<file path="src/rtl/host_finish_pack_unit.sv">
// host_finish_pack_unit: size-replicated MMIO read packing plus sticky per-core finish tracking
// Ports:
//   clk_i, reset_n_i          clock; synchronous active-low reset
//   pack_data_i/size_i/sel_i  source dword, log2 access bytes, byte offset
//   pack_data_o               selected slice replicated across 64 bits (combinational)
//   finish_v_i/core_i/code_i  finish write strobe, target core, return code
//   finish_w_v_o              one-hot finish strobe (combinational)
//   finish_pass_o/fail_o      strobe split by code==0 / code!=0 (combinational)
//   finish_r_o                sticky finished flags (registered)
//   all_finished_o            registered AND of finish_r_o
module host_finish_pack_unit #(
    parameter int num_core_p = 4,
    localparam int lg_num_core_lp = (num_core_p > 1) ? $clog2(num_core_p) : 1
) (
    input  logic                      clk_i,
    input  logic                      reset_n_i,
    input  logic [63:0]               pack_data_i,
    input  logic [1:0]                pack_size_i,
    input  logic [2:0]                pack_sel_i,
    output logic [63:0]               pack_data_o,
    input  logic                      finish_v_i,
    input  logic [lg_num_core_lp-1:0] finish_core_i,
    input  logic [7:0]                finish_code_i,
    output logic [num_core_p-1:0]     finish_w_v_o,
    output logic [num_core_p-1:0]     finish_pass_o,
    output logic [num_core_p-1:0]     finish_fail_o,
    output logic [num_core_p-1:0]     finish_r_o,
    output logic                      all_finished_o
);
    logic [7:0]  byte_s;
    logic [15:0] half_s;
    logic [31:0] word_s;

    // low sel bits below the access size are dropped so slices stay naturally aligned
    assign byte_s = pack_data_i[{pack_sel_i, 3'b000} +: 8];
    assign half_s = pack_data_i[{pack_sel_i[2:1], 4'b0000} +: 16];
    assign word_s = pack_data_i[{pack_sel_i[2], 5'b00000} +: 32];

    always_comb begin
        pack_data_o = (pack_size_i == 2'd0) ? {8{byte_s}} :
                      (pack_size_i == 2'd1) ? {4{half_s}} :
                      (pack_size_i == 2'd2) ? {2{word_s}} : pack_data_i;
    end

    // indices at or above num_core_p match no bit and decode to zero
    for (genvar g = 0; g < num_core_p; g++) begin : g_dec
        assign finish_w_v_o[g] = finish_v_i && (32'(finish_core_i) == g);
    end

    assign finish_pass_o = (finish_code_i == 8'h00) ? finish_w_v_o : '0;
    assign finish_fail_o = (finish_code_i != 8'h00) ? finish_w_v_o : '0;

    always_ff @(posedge clk_i) begin
        if (!reset_n_i) begin
            finish_r_o     <= '0;
            all_finished_o <= 1'b0;
        end else begin
            finish_r_o     <= finish_r_o | finish_w_v_o;
            all_finished_o <= &finish_r_o;
        end
    end
endmodule

</file>
<file path="config.mk">
export PLATFORM = sky130hd
export DESIGN_NAME = host_finish_pack_unit
export DESIGN_NICKNAME = d
export VERILOG_FILES = /design/src/rtl/host_finish_pack_unit.sv
export SDC_FILE = /design/constraint.sdc
export NUM_CORES = 1
export LEC_CHECK = 0
export ABC_AREA = 1
export BUFFER_PORTS_ARGS = -buffer_cell sky130_fd_sc_hd__buf_2
export CAP_MARGIN = 20
export CORE_MARGIN = 1
export CORE_UTILIZATION = 43
export CTS_CLUSTER_SIZE = 12
export DETAILED_ROUTE_END_ITERATION = 6
export PLACE_DENSITY = 0.79
export SYNTH_ARGS = -nofsm -noshare
export SYNTH_HDL_FRONTEND = slang
export SYNTH_SLANG_ARGS = --single-unit
</file>
<file path="constraint.sdc">
create_clock -name clk_i -period 1.2 [get_ports clk_i]
set_input_delay 0.24 -clock clk_i [delete_from_list [all_inputs] [get_ports clk_i]]
set_output_delay 0.24 -clock clk_i [all_outputs]
set_load 0.005 [all_outputs]
</file>
== Yosys cells after proc, flatten, opt, wreduce, memory -nomap -nowiden ==
Index checks and enable logic that the tools add are counted.

* Reduce and logical (&&, ||, !) cells: 9
* Equality and inequality tests: 5
* Muxes and demuxes: 5
* Shift-type cells: 3
* Bitwise logic cells: 1

{| class="wikitable"
|+ Operators by type and width
! kind !! number
|-
| $mux 64 || 3
|-
| $shiftx 64x7->16 || 1
|-
| $shiftx 64x7->32 || 1
|-
| $shiftx 64x7->8 || 1
|-
| $logic_not 8->1 || 1
|-
| $mux 4 || 2
|-
| $reduce_bool 8->1 || 1
|-
| $eq 2x2->1 const B || 3
|-
| $eq 2x1->1 const B || 2
|-
| $logic_and 1x1->1 || 4
|-
| $logic_not 2->1 || 2
|-
| $or 4x4->4 || 1
|-
| $reduce_and 4->1 || 1
|}

* Register bits after elaboration: 5
* Output and inout bits: 81

== Depth between registers and ports, before layout ==
Gate-level depths: netlist (run 1).

* Depth in word-level cells: 4
* Depth in mapped cells: 11
* Gate-level depth less buffers: 9

== Worst setup path before layout (run 1) ==
No wires, ideal clock.

* Path kind: input to output
* From: input port pack_sel_i[1]
* To: output port pack_data_o[10]
* Stages: 9
* Slack: -117 ps
* Arrival time: 1,077 ps
* Path through: buf_6 -> inv_1 -> buf_6 -> nand2_1 -> nand3_1 -> nand3_1 -> nand2_1 -> nand2_2 -> nand2_1

* Longest elaborated chain between the ends: 3
* Elaborated cells on any way between the ends: 4
* Those cells by class: shift (2); mux (2)

{| class="wikitable"
|+ Ends and longest elaborated chain
! element !! RTL line !! source
|-
| start: declaration || 19 || <nowiki>input logic [2:0] pack_sel_i,</nowiki>
|-
| $shiftx 64x7->16 || 36 || <nowiki>assign half_s = pack_data_i[{pack_sel_i[2:1], 4'b0000} +: 16];</nowiki>
|-
| $mux 64 || 41 || <nowiki>(pack_size_i == 2'd1) ? {4{half_s}} :</nowiki>
|-
| $mux 64 (*) || 40 || <nowiki>pack_data_o = (pack_size_i == 2'd0) ? {8{byte_s}} :</nowiki>
|-
| end: declaration || 20 || <nowiki>output logic [63:0] pack_data_o,</nowiki>
|}

Every way passes the cells marked *; elsewhere a longest branch is shown, timed or not.

== Worst setup path in the final report (run 1) ==
* From: input port pack_size_i[0]
* To: output port pack_data_o[52]

* Longest elaborated chain between the ends: 4
* Elaborated cells on any way between the ends: 6
* Those cells by class: eq/ne (2); mux (3); reduce/logical (1)

{| class="wikitable"
|+ Ends and longest elaborated chain
! element !! RTL line !! source
|-
| start: declaration || 18 || <nowiki>input logic [1:0] pack_size_i,</nowiki>
|-
| $eq 2x2->1 || 42 || <nowiki>(pack_size_i == 2'd2) ? {2{word_s}} : pack_data_i;</nowiki>
|-
| $mux 64 || 42 ||
|-
| $mux 64 || 41 ||
|-
| $mux 64 (*) || 40 ||
|}

Marks and branches as above.

==> results of run 1 <==
-- state kept, by name, indices dropped and copies added (netlist names) --
name	cells
all_finished_o	1
finish_r_o	4
-- cell usage after synthesis --
master | instances | area, um^2
buf_2 | 32 | 160
nand2_1 | 524 | 1970
nor3_1 | 1 | 5.00
dfxtp_1 | 5 | 100
o21ai_0 | 1 | 5.00
nor2_2 | 1 | 6.26
nand2_2 | 8 | 50.1
nor4_1 | 1 | 6.26
clkbuf_1 | 3 | 11.3
nand3_1 | 99 | 495
buf_6 | 4 | 45.0
inv_1 | 81 | 304
a21oi_1 | 3 | 15.0
buf_4 | 1 | 7.51
nor2_1 | 14 | 52.6
-- timing repair --
item | 4_1_cts | 5_1_grt
hold buffers | 0 | 0
setup endpoints to repair | 71 | 72
pin swaps | 38 | 18
resized for setup | 128 | 88
cloned | 15 | 1
buffers inserted | 5 | 2
-- worst paths after layout --
path	start	end	slack, ns	cells after the start
hold reg to reg	finish_r_o[1]$_SDFF_PN0_	all_finished_o$_SDFF_PN0_	0.50	2
setup / recovery	pack_size_i[0]	pack_data_o[52]	-0.31	12
hold / removal	reset_n_i	all_finished_o$_SDFF_PN0_	0.31	3
setup reg to reg	finish_r_o[2]$_SDFF_PN0_	all_finished_o$_SDFF_PN0_	0.37	2
-- where the power goes --
group | internal (uW) | leakage (uW) | switching [uW] | total [uW]
Combinational | 977 | 0.00357 | 1200 | 2180
Sequential | 175 | 0.0000409 | 5.17 | 180
Clock | 228 | 0.0000228 | 82.5 | 311
Total | 1380 | 0.00363 | 1290 | 2670
-- logic make-up (layout without fill, tap and decap cells) --
group,Yosys count,after routing,share of synthesized area
simple gates,648,648,0.799
compound gates,4,4,0.00619
flops,5,5,0.0310
buf+inv,121,289,0.163
-- through the flow --
stage | setup TNS, ns | instances | utilization | setup WS (ns) | instance area, um^2
after floorplan | -0.296 | 778 | - | -0.00853 | 3320
after global placement | -19.09 | 1020 | 0.582 | -0.318 | 4220
after detailed placement | -20.70 | 1020 | 0.582 | -0.348 | 4220
after CTS | -13.91 | 1044 | 0.702 | -0.250 | 5090
after global routing | -19.96 | 1045 | 0.744 | -0.361 | 5400
final | -14.75 | 1045 | 0.744 | -0.306 | 5400
-- metal layers --
metal / vias to the layer above / track usage / part of all wire
met5: - / 0 / 0
met4: 0 / 0.0674 / 0.028
met3: 36 / 0.0326 / 0.090
met2: 285 / 0.543 / 0.50
met1: 2289 / 0.363 / 0.39
li1: 2680 / - / -
-- worst max-delay path: stages --
cell,delay [ns]
buf_8,0.11
inv_8,0.05
nand2_8,0.08
buf_8,0.14
buf_16,0.15
nand2_4,0.06
nand2_2,0.04
nand2_1,0.06
nand2_1,0.06
inv_1,0.08
nand2_1,0.07
buf_2,0.13
-- layout make-up --
class,instances,area (um^2),area share
multi-input combinational,652,3120,0.577
timing repair buffer,202,1620,0.300
inverter,81,358,0.0663
tap,99,124,0.0229
sequential,5,100,0.0185
clock buffer,4,45.0,0.00834
timing repair inverter,2,36.3,0.00672
==> flow_summary.yaml, run 1 <==
clock_tree:
  cts_sinks: 5
  cts_made_buffers: 3
  cts_tree: "built"
  clockRootBuffer: "clkbuf_8"
  worstSkewPairLatency_ns: 0.22
  htree_levels: 1
  clkSlewWorstSetupHoldPaths_ns: 0.04
  cts_max_path_buffers: 2
floorplan:
  start_util: 0.445
  core-area_mm2: 0.00725
  die_w_um: 88.7
  fp-row-count: 31
  io_pins: 163
  die_h_um: 88.7
  die_area_mm2: 0.00786
placed_design:
  gp_congestion: 0.805
  port_buffers: 162
  dp_hpwl_um: 7290
detailed_routing:
  drc: 0
  wirelength_um: 12800
  num_vias: 5290
  ant_nets: 0
  drt_pass1_iterations: 7
  vias_per_cell: 5.06
  drt_iter0_markers: 314
  wire_per_inst_um: 12.2
sta:
  hold_ws_ns: 0.312
  slew_headroom: 0.771
  fin_skew_ns: 0.00208
  rsz0062_at_grt: "yes"
  setup_violations: 69
  fin_crit_sh: 1.25
  max_freq_ghz: 0.664
  tightest_slew_ns: 0.344
  hold_viol_final: 0
  slew_violations: 0
  setup_ws_ns: -0.306
  period_minus_slack_ns: 1.51
power:
  power.density_mw_per_mm2: 494
  total_power_uw: 2670
  leakage_uw: 0.00363
  vdd_drop_max_mv: 0.298
global_route:
  grt_max_degree: 35
  grt_pass1_wl_um: 18600
  grt_pass1_vias: 4223
  overflow: 0
  gr-usage-all-layers: 0.294
  antenna_found_initial: 0
final_layout:
  num-fill-cells: 612
  final_common_cell: "nand2_1"
  layout_common_cells: "nand2_1, buf_2, nand3_1, inv_1, nand2_2"
  syn_to_final_growth_pct: 67.1
  num_antenna_cells: 0
  drive_gt1_frac: 0.360
  final_nets: 1029
synthesis:
  ys_ff_latch: 5
  ys_warn_count: 0
  syn_area_per_cell_um2: 4.15
  synth_area_mm2: 0.00323
  synth_cell_types: 15
  synth_nets: 860
  synthCells: 778
  ys_seq_area_frac: 0.0310
status:
  status: "finished, violations left"
  failed_checks: "negative setup slack"
worst_hold_path:
  hp-class: "input pin to register"
critical_path:
  crit_required_ns: 0.96
  start_kind: "input pin"
  path_max_fanout: 8
  worstSetupEndpointType: "output pin"
  worstSetupPathType: "input pin to output pin"
  arrival_ns: 1.27
job:
  cap_violations: 0
(Power assumes the default switching activity.)
==> inputs of run 2 (changes only) <==
CORE_UTILIZATION = 48   (was 43)
PLACE_DENSITY = 0.84   (was 0.79)
clock period = 1.6 ns   (was 1.2 ns; I/O delays follow)
==> flow_summary.yaml, run 2 (synthesized netlist as in run 1, its figures left out) <==
power:
  leakage_uw: 0.00353
  power.density_mw_per_mm2: 387
  total_power_uw: 2020
  vdd_drop_max_mv: 0.254
final_layout:
  final_nets: 1026
  syn_to_final_growth_pct: 61.7
  final_common_cell: "nand2_1"
  reg_top3: "finish_r_o: 4 flops, all_finished_o: 1 flops"
  largest_register_ffs: 4
  top_register: "finish_r_o"
  num_antenna_cells: 0
  drive_gt1_frac: 0.389
  final_area_mm2: 0.00522
  layout_common_cells: "nand2_1, buf_2, nand2_2, nand3_1, inv_1"
placed_design:
  place_ws_ns: -0.112
  dp_hpwl_um: 7400
  placed_area_mm2: 0.00418
  port_buffers: 162
  gp_congestion: 0.856
clock_tree:
  clockRootBuffer: "clkbuf_8"
  cts_made_buffers: 3
  clkSlewWorstSetupHoldPaths_ns: 0.04
  cts_sinks: 5
  worstSkewPairLatency_ns: 0.22
  cts_max_path_buffers: 2
  htree_levels: 1
  cts_tree: "built"
sta:
  fin_crit_sh: 1.06
  rsz0062_at_grt: "yes"
  tightest_slew_ns: 0.328
  setup_ws_ns: -0.100
  fin_skew_ns: 0.00249
  slew_headroom: 0.781
  slew_violations: 0
  hold_viol_final: 0
  max_freq_ghz: 0.588
  period_minus_slack_ns: 1.70
  setup_violations: 64
detailed_routing:
  num_vias: 5472
  wire_per_inst_um: 13.3
  drt_iter0_markers: 431
  drc: 14
  vias_per_cell: 5.36
  drt_pass1_iterations: 7
  wirelength_um: 13600
  ant_nets: 0
floorplan:
  io_pins: 163
  core-area_mm2: 0.00642
  die_area_mm2: 0.00706
  start_util: 0.503
  die_w_um: 84.0
  die_h_um: 84.0
  fp-row-count: 29
global_route:
  overflow: 0
  grt_pass1_vias: 4300
  grt_max_degree: 35
  gr-usage-all-layers: 0.309
  antenna_found_initial: 0
  grt_pass1_wl_um: 18600
critical_path:
  start_kind: "input pin"
  worstSetupEndpointType: "output pin"
  path_max_fanout: 10
  worstSetupPathType: "input pin to output pin"
  arrival_ns: 1.38
  crit_required_ns: 1.28
job:
  cap_violations: 0
status:
  failed_checks: "design-rule violations, negative setup slack"
  status: "finished, violations left"
worst_hold_path:
  hp-class: "input pin to register"
## run 2: cell count changes in the layout (fill, tap and decap cells not counted), moves of 7 or more
cell / delta
inv_2: +25
inv_1: -24
nand2_2: +19
nand3_4: +16
nand2_1: -14
nand3_2: -12
nor2_1: +12
buf_16: -10
nor2_2: -7
## run 2: report_power, final
group	internal [uW]	switching, uW
logic	698	954
clock network	171	62.9
registers	131	2.86
## run 2: routing by layer
metal / track usage / up-vias / share of wire
met5: 0 / - / 0
met4: 0.0972 / 0 / 0.047
met3: 0.0277 / 84 / 0.091
met2: 0.552 / 360 / 0.49
met1: 0.389 / 2355 / 0.38
li1: - / 2673 / -
## run 2: final cells by class
class                   instances  area [um^2]
clock buffers                   4         45.0
multi-input cells             652         3210
fillers                       461         1200
repair buffers                201         1450
flip-flops and latches          5          100
inverters                      81          329
well taps                      77         96.3
## run 2: final timing paths
| kind | slack [ns] | start | endpoint | cells after the start |
|---|---|---|---|---|
| max reg2reg | 0.89 | finish_r_o[1]$_SDFF_PN0_ | all_finished_o$_SDFF_PN0_ | 2 |
| max | -0.10 | pack_sel_i[1] | pack_data_o[28] | 9 |
| min reg2reg | 0.46 | finish_r_o[2]$_SDFF_PN0_ | all_finished_o$_SDFF_PN0_ | 2 |
| min | 0.36 | reset_n_i | finish_r_o[0]$_SDFF_PN0_ | 3 |
## run 2: per-stage QoR
stage          TNS, ns  instances  utilization  hold WS, ns
6_report         -3.94       1020        0.813        0.364
5_1_grt          -6.53       1020        0.813        0.364
4_1_cts         -0.190       1018        0.724        0.355
3_5_place_dp     -4.10       1000        0.650        0.447
3_3_place_gp     -2.51       1000        0.650        0.447
2_1_floorplan        0        778            -        0.448
## run 2: critical path, stage by stage
cell,delay [ns]
buf_6,0.12
buf_4,0.17
nand2_1,0.12
nand3_1,0.11
nand3_1,0.10
nand2_1,0.09
nand2_4,0.12
nand2_1,0.08
buf_2,0.13
## run 2: timing repair
| action | 4_1_cts | 5_1_grt |
|---|---|---|
| setup buffers | 7 | 0 |
| pin swaps | 9 | 81 |
| gates cloned | 8 | 6 |
| hold buffers | 0 | 0 |
| setup endpoints to repair | 64 | 64 |
| resized for setup | 68 | 172 |
==> inputs of run 3 (changes only) <==
GPL_TIMING_DRIVEN = 0   (was not set)
==> flow_summary.yaml, run 3 (synthesized netlist as in run 1, its figures left out) <==
critical_path:
  worst_path_max_delay_cell: "buf_8"
  rr_worst_depth: 2
  r2r_end: "all_finished_o$_SDFF_PN0_"
  crit_cells: 10
  worstSetupEndpointType: "output pin"
  critPathCapture: "pack_data_o[58]"
  path_max_fanout: 8
  max_stage_delay_ns: 0.23
  crit_required_ns: 1.28
  start_kind: "input pin"
  crit_chain: "buf_8 -> clkinvlp_4 -> buf_8 -> nand2_2 -> nand3_1 -> nand3_1 -> nand2_2 -> nand2_4 -> nand2_1 -> buf_2"
  r2r-start: "finish_r_o[3]$_SDFF_PN0_"
  ff2ff_setup_slack_ns: 0.91
  arrival_ns: 1.60
  startpoint: "pack_sel_i[1]"
  crit_buf_inv: 4
  worstSetupPathType: "input pin to output pin"
  crit_family: "buffers and inverters"
clock_tree:
  clkSlewWorstSetupHoldPaths_ns: 0.03
  cts_made_buffers: 3
  cts_sinks: 5
  htree_levels: 1
  worstSkewPairLatency_ns: 0.22
  clockRootBuffer: "clkbuf_8"
  cts_tree: "built"
  holdBufCountCts: 0
  cts_max_path_buffers: 2
floorplan:
  fp-row-count: 29
  io_pins: 163
  die_area_mm2: 0.00706
  die_h_um: 84.0
  core-area_mm2: 0.00642
  start_util: 0.503
  die_w_um: 84.0
detailed_routing:
  wirelength_um: 16200
  drc: 52
  vias_per_cell: 5.74
  num_vias: 5899
  drt_pass1_iterations: 7
  wire_per_inst_um: 15.7
  drt_iter0_markers: 860
  ant_nets: 0
final_layout:
  multi_input_area_mm2: 0.00307
  drive_gt1_frac: 0.347
  layout_common_cells: "nand2_1, buf_2, inv_1, nand3_1, nand2_2"
  final_util: 0.767
  num_antenna_cells: 0
  num-fill-cells: 505
  final_common_cell: "nand2_1"
  syn_to_final_growth_pct: 52.4
  top_register: "finish_r_o"
  largest_register_ffs: 4
  reg_top3: "finish_r_o: 4 flops, all_finished_o: 1 flops"
  final_nets: 1034
  regArea_um2: 100
global_route:
  grt_max_degree: 11
  overflow: 0
  grt_pass1_vias: 4787
  antenna_found_initial: 0
  grt_pass1_wl_um: 21900
  gr-usage-all-layers: 0.378
sta:
  max_freq_ghz: 0.520
  rsz0062_at_grt: "yes"
  tightest_slew_ns: 0.652
  period_minus_slack_ns: 1.92
  slew_headroom: 0.564
  setup_violations: 64
  fin_crit_sh: 1.20
  hold_viol_final: 0
  setup_ws_ns: -0.321
  slew_violations: 0
  hold_ws_ns: 0.358
  fin_skew_ns: 0.00206
power:
  leakage_uw: 0.00349
  vdd_drop_max_mv: 0.236
  power.density_mw_per_mm2: 400
status:
  failed_checks: "design-rule violations, negative setup slack"
  status: "finished, violations left"
placed_design:
  dp_hpwl_um: 9350
  port_buffers: 160
  gp_congestion: 0.971
job:
  cap_violations: 0
worst_hold_path:
  hp-class: "input pin to register"
[run 3: cell type report]
cell class              count  share of cell area
inverters                  81              0.0630
clock buffers               4             0.00915
flip-flops and latches      5              0.0203
plain buffers              40              0.0831
multi-input cells         652               0.623
repair buffers            169               0.182
well taps                  77              0.0196
[run 3: routing by layer]
metal | wire length, um | GRT usage
met1 | 5370 | 0.462
met3 | 2580 | 0.0593
met2 | 6770 | 0.600
met5 | 0 | 0
met4 | 1460 | 0.273
[run 3: how the worst min path moves through the flow]
stage / startpoint / end / slack, ns / cells past startpoint
floorplan: finish_r_o[0]$_SDFF_PN0_ / all_finished_o$_SDFF_PN0_ / 0.45 / 2
global placement: finish_r_o[2]$_SDFF_PN0_ / all_finished_o$_SDFF_PN0_ / 0.45 / 2
detailed placement: finish_r_o[2]$_SDFF_PN0_ / all_finished_o$_SDFF_PN0_ / 0.45 / 2
CTS: reset_n_i / finish_r_o[0]$_SDFF_PN0_ / 0.36 / 3
global route: reset_n_i / all_finished_o$_SDFF_PN0_ / 0.40 / 3
finish: reset_n_i / finish_r_o[0]$_SDFF_PN0_ / 0.36 / 3
[run 3: metrics by stage]
stage          setup WS, ns  instances  power (uW)  setup TNS (ns)  instance area (um^2)
2_1_floorplan         0.123        778         905               0                  3230
3_3_place_gp         -0.532       1015        1390          -30.19                  4130
3_5_place_dp         -0.560       1015        1400          -31.73                  4130
4_1_cts             -0.0818       1025        1730           -4.03                  4480
5_1_grt              -0.392       1028        2120          -18.42                  4920
6_report             -0.321       1028        1970          -14.90                  4920
[run 3: worst reg2reg max path: cells and delay by family (launching register included)]
family        cells  cell delay, ns
simple gates      1            0.20
buf+inv           1            0.07
flops             1            0.33
[run 3: repair_timing]
item                                    4_1_cts  5_1_grt
endpoints found under the setup margin       64       68
pin swaps                                     1       17
setup buffers                                 5        1
resized for setup                            83      110
cloned                                        1        2
[run 3: power breakdown]
part	internal, uW	switching [uW]
Sequential	131	2.69
Combinational	637	973
Clock	171	57.1
Total	938	1030
